### src/rtl/onchip_mem_arbiter_if.sv
// Requester-side bus bundle for onchip_mem_arbiter.
// The master modport is the requester's view; the slave modport is the arbiter's view.
interface onchip_mem_arbiter_if;
    localparam int unsigned ADDR_W = 12;
    localparam int unsigned DATA_W = 32;
    localparam int unsigned BE_W   = 4;

    logic [ADDR_W-1:0] address;
    logic              read;
    logic              write;
    logic [DATA_W-1:0] writedata;
    logic [BE_W-1:0]   byteenable;
    logic              waitrequest;
    logic [DATA_W-1:0] readdata;
    logic              readdatavalid;

    modport master (
        output address, read, write, writedata, byteenable,
        input  waitrequest, readdata, readdatavalid
    );

    modport slave (
        input  address, read, write, writedata, byteenable,
        output waitrequest, readdata, readdatavalid
    );
endinterface

### src/rtl/onchip_mem_arbiter.sv
// Two-requester arbiter for a single-port on-chip memory with a bounded hold per owner.
// Optional macro ARB_ROUND_ROBIN_EN selects round-robin arbitration; default is fixed priority to m0.
module onchip_mem_arbiter #(
    parameter int unsigned MAX_HOLD = 4
) (
    input  logic                 clk,
    input  logic                 reset_n,
    onchip_mem_arbiter_if.slave  m0,
    onchip_mem_arbiter_if.slave  m1,
    output logic [11:0]          mem_address,
    output logic                 mem_chipselect,
    output logic                 mem_write,
    output logic [31:0]          mem_writedata,
    output logic [3:0]           mem_byteenable,
    output logic                 mem_clken,
    input  logic [31:0]          mem_readdata
);
    localparam int unsigned CNT_W = 4;
    localparam logic [CNT_W-1:0] HOLD_LAST = CNT_W'(MAX_HOLD - 1);

    typedef enum logic [1:0] {
        IDLE = 2'd0,
        OWN0 = 2'd1,
        OWN1 = 2'd2
    } state_e;

    state_e           state_q, state_d;
    logic [CNT_W-1:0] hold_q, hold_d;
    logic             rdv0_q, rdv0_d;
    logic             rdv1_q, rdv1_d;

    logic req0, req1;
    logic own_m1, owned, req_own, acc, release_own, arb_go, arb_m1;
    logic wait0, wait1;

    assign req0 = m0.read | m0.write;
    assign req1 = m1.read | m1.write;

`ifdef ARB_ROUND_ROBIN_EN
    logic last_grant_q, last_grant_d;

    // Contested grants alternate away from the most recent winner.
    assign arb_m1       = (req0 & req1) ? ~last_grant_q : req1;
    assign last_grant_d = arb_go ? arb_m1 : last_grant_q;

    always_ff @(posedge clk or negedge reset_n) begin
        if (!reset_n) begin
            last_grant_q <= 1'b1;
        end else begin
            last_grant_q <= last_grant_d;
        end
    end
`else
    assign arb_m1 = req1 & ~req0;
`endif

    // State, hold counter and read-return tracking.
    always_ff @(posedge clk or negedge reset_n) begin
        if (!reset_n) begin
            state_q <= IDLE;
            hold_q  <= '0;
            rdv0_q  <= 1'b0;
            rdv1_q  <= 1'b0;
        end else begin
            state_q <= state_d;
            hold_q  <= hold_d;
            rdv0_q  <= rdv0_d;
            rdv1_q  <= rdv1_d;
        end
    end

    // Ownership view shared by both owned states.
    always_comb begin
        owned       = 1'b0;
        own_m1      = 1'b0;
        req_own     = 1'b0;
        acc         = 1'b0;
        release_own = 1'b0;
        arb_go      = 1'b0;
        if (state_q == OWN0 || state_q == OWN1) begin
            owned       = 1'b1;
            own_m1      = (state_q == OWN1);
            req_own     = own_m1 ? req1 : req0;
            acc         = req_own;
            release_own = ~req_own | (hold_q == HOLD_LAST);
        end
        arb_go = ((state_q == IDLE) | release_own) & (req0 | req1);
    end

    // Next state, hold counter and combinational bus outputs.
    always_comb begin
        state_d        = state_q;
        hold_d         = hold_q;
        rdv0_d         = 1'b0;
        rdv1_d         = 1'b0;
        wait0          = 1'b1;
        wait1          = 1'b1;
        mem_chipselect = 1'b0;
        mem_write      = 1'b0;
        mem_address    = '0;
        mem_writedata  = '0;
        mem_byteenable = '0;

        case (state_q)
            IDLE: begin
                if (arb_go) begin
                    state_d = arb_m1 ? OWN1 : OWN0;
                    hold_d  = '0;
                end
            end
            OWN0, OWN1: begin
                if (own_m1) begin
                    wait1 = ~req1;
                end else begin
                    wait0 = ~req0;
                end
                if (acc) begin
                    mem_chipselect = 1'b1;
                    mem_write      = own_m1 ? m1.write      : m0.write;
                    mem_address    = own_m1 ? m1.address    : m0.address;
                    mem_writedata  = own_m1 ? m1.writedata  : m0.writedata;
                    mem_byteenable = own_m1 ? m1.byteenable : m0.byteenable;
                    // Read with write also high is a write: no data is returned.
                    rdv0_d = ~own_m1 & m0.read & ~m0.write;
                    rdv1_d =  own_m1 & m1.read & ~m1.write;
                end
                if (arb_go) begin
                    state_d = arb_m1 ? OWN1 : OWN0;
                    hold_d  = '0;
                end else if (release_own) begin
                    state_d = IDLE;
                    hold_d  = '0;
                end else if (acc) begin
                    hold_d = hold_q + CNT_W'(1);
                end
            end
            default: begin
                state_d = IDLE;
                hold_d  = '0;
            end
        endcase
    end

    assign m0.waitrequest   = wait0;
    assign m1.waitrequest   = wait1;
    assign m0.readdata      = mem_readdata;
    assign m1.readdata      = mem_readdata;
    assign m0.readdatavalid = rdv0_q;
    assign m1.readdatavalid = rdv1_q;
    assign mem_clken        = reset_n;

    logic unused_owned;
    assign unused_owned = owned;
endmodule

### src/flat_wrapper.sv
// flat-port wrapper written by rule: the top's interface ports become plain ports
module onchip_mem_arbiter_flat 
#(
    parameter int unsigned MAX_HOLD = 4
)
  (clk, reset_n, mem_address, mem_chipselect, mem_write, mem_writedata, mem_byteenable, mem_clken, mem_readdata, m0_address, m0_read, m0_write, m0_writedata, m0_byteenable, m0_waitrequest, m0_readdata, m0_readdatavalid, m1_address, m1_read, m1_write, m1_writedata, m1_byteenable, m1_waitrequest, m1_readdata, m1_readdatavalid);
  onchip_mem_arbiter_if m0_i ();
  onchip_mem_arbiter_if m1_i ();
  input  logic clk;
  input  logic reset_n;
  output logic [11:0] mem_address;
  output logic mem_chipselect;
  output logic mem_write;
  output logic [31:0] mem_writedata;
  output logic [3:0] mem_byteenable;
  output logic mem_clken;
  input  logic [31:0] mem_readdata;
  input wire logic [$bits(m0_i.address)-1:0] m0_address;
  input wire logic [$bits(m0_i.read)-1:0] m0_read;
  input wire logic [$bits(m0_i.write)-1:0] m0_write;
  input wire logic [$bits(m0_i.writedata)-1:0] m0_writedata;
  input wire logic [$bits(m0_i.byteenable)-1:0] m0_byteenable;
  output wire logic [$bits(m0_i.waitrequest)-1:0] m0_waitrequest;
  output wire logic [$bits(m0_i.readdata)-1:0] m0_readdata;
  output wire logic [$bits(m0_i.readdatavalid)-1:0] m0_readdatavalid;
  input wire logic [$bits(m1_i.address)-1:0] m1_address;
  input wire logic [$bits(m1_i.read)-1:0] m1_read;
  input wire logic [$bits(m1_i.write)-1:0] m1_write;
  input wire logic [$bits(m1_i.writedata)-1:0] m1_writedata;
  input wire logic [$bits(m1_i.byteenable)-1:0] m1_byteenable;
  output wire logic [$bits(m1_i.waitrequest)-1:0] m1_waitrequest;
  output wire logic [$bits(m1_i.readdata)-1:0] m1_readdata;
  output wire logic [$bits(m1_i.readdatavalid)-1:0] m1_readdatavalid;
  assign m0_i.address = m0_address;
  assign m0_i.read = m0_read;
  assign m0_i.write = m0_write;
  assign m0_i.writedata = m0_writedata;
  assign m0_i.byteenable = m0_byteenable;
  assign m0_waitrequest = m0_i.waitrequest;
  assign m0_readdata = m0_i.readdata;
  assign m0_readdatavalid = m0_i.readdatavalid;
  assign m1_i.address = m1_address;
  assign m1_i.read = m1_read;
  assign m1_i.write = m1_write;
  assign m1_i.writedata = m1_writedata;
  assign m1_i.byteenable = m1_byteenable;
  assign m1_waitrequest = m1_i.waitrequest;
  assign m1_readdata = m1_i.readdata;
  assign m1_readdatavalid = m1_i.readdatavalid;
  onchip_mem_arbiter #(.MAX_HOLD(MAX_HOLD)) u_core (.clk(clk), .reset_n(reset_n), .m0(m0_i), .m1(m1_i), .mem_address(mem_address), .mem_chipselect(mem_chipselect), .mem_write(mem_write), .mem_writedata(mem_writedata), .mem_byteenable(mem_byteenable), .mem_clken(mem_clken), .mem_readdata(mem_readdata));
endmodule
### config.mk
export PLATFORM = sky130hd
export DESIGN_NAME = onchip_mem_arbiter_flat
export DESIGN_NICKNAME = d
export VERILOG_FILES = /design/src/rtl/onchip_mem_arbiter_if.sv /design/src/rtl/onchip_mem_arbiter.sv /design/src/flat_wrapper.sv
export SDC_FILE = /design/constraint.sdc
export NUM_CORES = 1
export LEC_CHECK = 0
export BUFFER_PORTS_ARGS = -buffer_cell sky130_fd_sc_hd__clkbuf_2
export CAP_MARGIN = 20
export CORE_AREA = 2 2 99 101
export DETAILED_ROUTE_END_ITERATION = 7
export DIE_AREA = 0 0 101 103
export PLACE_DENSITY_LB_ADDON = 0.3
export RECOVER_POWER = 50
export SYNTH_ARGS = -nofsm -noshare
export SYNTH_HDL_FRONTEND = slang
export SYNTH_SLANG_ARGS = --single-unit
### constraint.sdc
create_clock -name clk -period 2.18 [get_ports clk]
set_input_delay 0.654 -clock clk [delete_from_list [all_inputs] [get_ports clk]]
set_output_delay 0.654 -clock clk [all_outputs]
set_load 0.03 [all_outputs]
==> reports/qor.csv <==
stage;metric;value;unit
layout;filler cell count;997;
placed_design;placed cells;436;
job;max-cap viol count;0;
clock_tree;CTS sink cnt;8;
synth;Synth Area per Inst;8.468;um2
clock_tree;Bufs on Longest Clock Path;2;
synth;post-synthesis cell type count;32;
global_route;initial antenna violation count;0;
synth;ys async rst share;1.000;
timing;period utilisation layout;1.201;
synth;ys flop type;dfrtp_1;
worst_setup_path;Required @ worst endpoint;1.53;ns
synth;Syn. warnings;0;
worst_setup_path;CP startpoint;u_core.state_q[1]$_DFFE_PN0P_;
timing;RSZ-0062 raised after global routing;true;
timing;Final Max Slew Viols;0;
worst_setup_path;FF-to-FF Start;u_core.state_q[1]$_DFFE_PN0P_;
pwr;Peak VDD IR;561.6;uV
route;DR vias;1812;
worst_setup_path;Worst Path Class, Setup;flop to output port;
timing;Setup TNS Final;-19.33;ns
timing;clock skew;0.003061;ns
synth;Gate Count Post-Synth;220;
layout;Final Instance Count excl. Fillers;443;
timing;hold slack;0.3475;ns
layout;Final #Nets;469;
floorplanning;starting density of the core;0.1970;
floorplanning;core box area;9459;um2
floorplanning;Die Ht;103;um
global_route;largest net degree at the start of global routing;25;
floorplanning;I/O pin count;253;
global_route;first-pass GRT wire length;7810;um
timing;count of final setup violators;49;
timing;f_max;382.0;MHz
outcome;failing checks;setup timing;
placed_design;pre-CTS setup slack;-0.2876;ns
outcome;status;complete, but fails checks;
placed_design;routability-driven placement congestion ratio;0.7961;
route;Antenna Nets Post-Route;0;
timing;post-layout min period;2.618;ns
route;drt drc;0;
timing;final setup margin;-0.4378;ns
synth;syn nets;358;
floorplanning;row count;36;
timing;final hold violation count;0;
clock_tree;htree depth;1;
floorplanning;Chip Width;101;um
clock_tree;Root Driver;clkbuf_8;
worst_setup_path;element type at the critical path end;output port;
worst_setup_path;Worst setup SP type;flop;
layout;ANT cells;0;
placed_design;DP Wirelength;4516;um
synth;Post-synth EDFFs;0;
route;DRT iter0 DRCs;9;
global_route;Total Routing Usage GR;0.09283;
global_route;total congestion overflow;0;
timing;Max transition margin;0.6964;
clock_tree;clk_lat worst skew;0.23;ns
clock_tree;CTS Buf Count;3;
synth;post-synthesis register bit count;8;
placed_design;PortBufs;156;
route;final WL;5319;um
min_path;HP Class;primary input to async pin;
route;DRT Pass-1 Iters;3;
clock_tree;CTS tree;done;
synth;sequential cell area fraction in the yosys report;0.1075;
route;Vias/cell;4.090;
global_route;vias in the first global route;1747;
layout;area grow syn2layout;61.79;%
timing;Worst Max-Slew Pin Slew;0.4555;ns
worst_setup_path;crit-path max FO;13;
pwr;Leak;1.352;nW
clock_tree;Worst-path clk slew;0.04;ns
pwr;pwr dens;1364;nW/um2
worst_setup_path;Critical Path AT;1.96;ns
route;DR WL/cell;12.01;um
floorplanning;DIE AREA;10400;um2
synth;post-synthesis cell area;1863;um2
layout;layout cells sized above 1;0.7386;
[power breakdown]
part | switching (W) | total, W | internal (W) | leakage (nW)
clock | 0.0000567 | 0.000176 | 0.000120 | 0.0216
combinational | 0.00208 | 0.00373 | 0.00165 | 1.22
sequential | 0.0000233 | 0.000201 | 0.000178 | 0.108
[cells in the mapped netlist, types with 2 or more instances]
cell       n  share of area
a31oi_1    2         0.0067
buf_2      3         0.0081
nor3b_1    2         0.0081
nor2_4    19           0.11
ha_1       4          0.027
o32ai_1    2         0.0094
buf_6      3          0.018
nand2_1    2         0.0040
nor2_1    33          0.066
dfrtp_1    8           0.11
buf_8      2          0.016
xnor2_1    2         0.0094
mux2i_1   49           0.26
o21ai_0    2         0.0054
clkbuf_1   4         0.0081
inv_1      3         0.0060
buf_4     65           0.26
[flip-flops by register name, indices dropped and copies added, names as in the netlist]
register and count:
u_core.state_q 2, u_core.hold_q 4, u_core.m0.readdatavalid 1, u_core.m1.readdatavalid 1
[layout make-up]
class | instances | area (um2) | area share
timing repair buffer | 183 | 1325 | 0.4396
inverter | 4 | 17.52 | 0.005812
sequential | 8 | 200.2 | 0.06642
multi-input combinational | 131 | 1287 | 0.4271
tap | 114 | 142.6 | 0.04732
clock buffer | 3 | 41.29 | 0.01370
[stage by stage]
step	total power, W	cell area, um2	util
detailed placement	0.003422	2648	0.2799
floorplan	0.002811	2082	-
global placement	0.003406	2648	0.2799
CTS	0.004000	2954	0.3123
finish	0.004112	3014	0.3187
global route	0.004355	3014	0.3187
[cell families (layout without fill, tap and decap cells)]
group / after synthesis / count (layout) / synth area share
DFF: 8 / 8 / 0.1075
adders and majority gates: 4 / 4 / 0.02686
AOI/OAI and AO/OA: 11 / 11 / 0.04298
muxes: 49 / 49 / 0.2633
and+or+nand+nor: 65 / 65 / 0.2297
buffers and inverters: 81 / 190 / 0.3203
xor gates and xnor gates: 2 / 2 / 0.009404
[layout by cell type (no fill, tap or decap), types with 2 or more instances in the layout]
master	synthesis	final
buf_8	2	16
nor3b_1	2	2
nor2_4	19	43
clkbuf_8	0	8
mux2i_1	49	48
o21ai_0	2	2
buf_4	65	39
ha_1	4	2
inv_2	1	2
buf_12	0	5
ha_4	0	2
nor2_1	33	5
clkbuf_4	0	11
nor2_2	1	5
o32ai_1	2	2
nand2_1	2	2
xnor2_1	2	2
a31oi_1	2	2
dfrtp_1	8	8
clkbuf_2	0	105
[metal layers]
layer	part of all wire	GRT usage
met1	0.35	0.09709
met2	0.55	0.1862
met5	0	0
met4	0.021	0.03430
met3	0.081	0.01356
[critical path, cell delays in order (launching register included)]
cell	delay, ns
dfrtp_1	0.41
inv_2	0.07
ha_4	0.28
nand2b_4	0.05
or2_4	0.23
and2_4	0.17
buf_12	0.16
buf_12	0.14
nor2_4	0.09
buf_8	0.13
[path summary, 6_finish.rpt]
kind / end / slack (ns) / depth (start not counted)
max: mem_writedata[27] / -0.44 / 9
min: u_core.hold_q[2]$_DFFE_PN0P_ / 0.35 / 1
max reg2reg: u_core.state_q[0]$_DFFE_PN0P_ / 0.20 / 10
min reg2reg: u_core.hold_q[0]$_DFFE_PN0P_ / 0.52 / 1
max in group asynchronous: u_core.m0.readdatavalid$_DFF_PN0_ / 1.52 / 1
min in group clk: u_core.hold_q[0]$_DFFE_PN0P_ / 0.52 / 1
[what timing repair did]
action	4_1_cts	5_1_grt
setup buffers	1	3
hold buffers	0	0
setup endpoints to repair	50	50
resized for setup	73	39
pin swaps	1	2
Note: power is estimated with default switching activity, not from simulation.
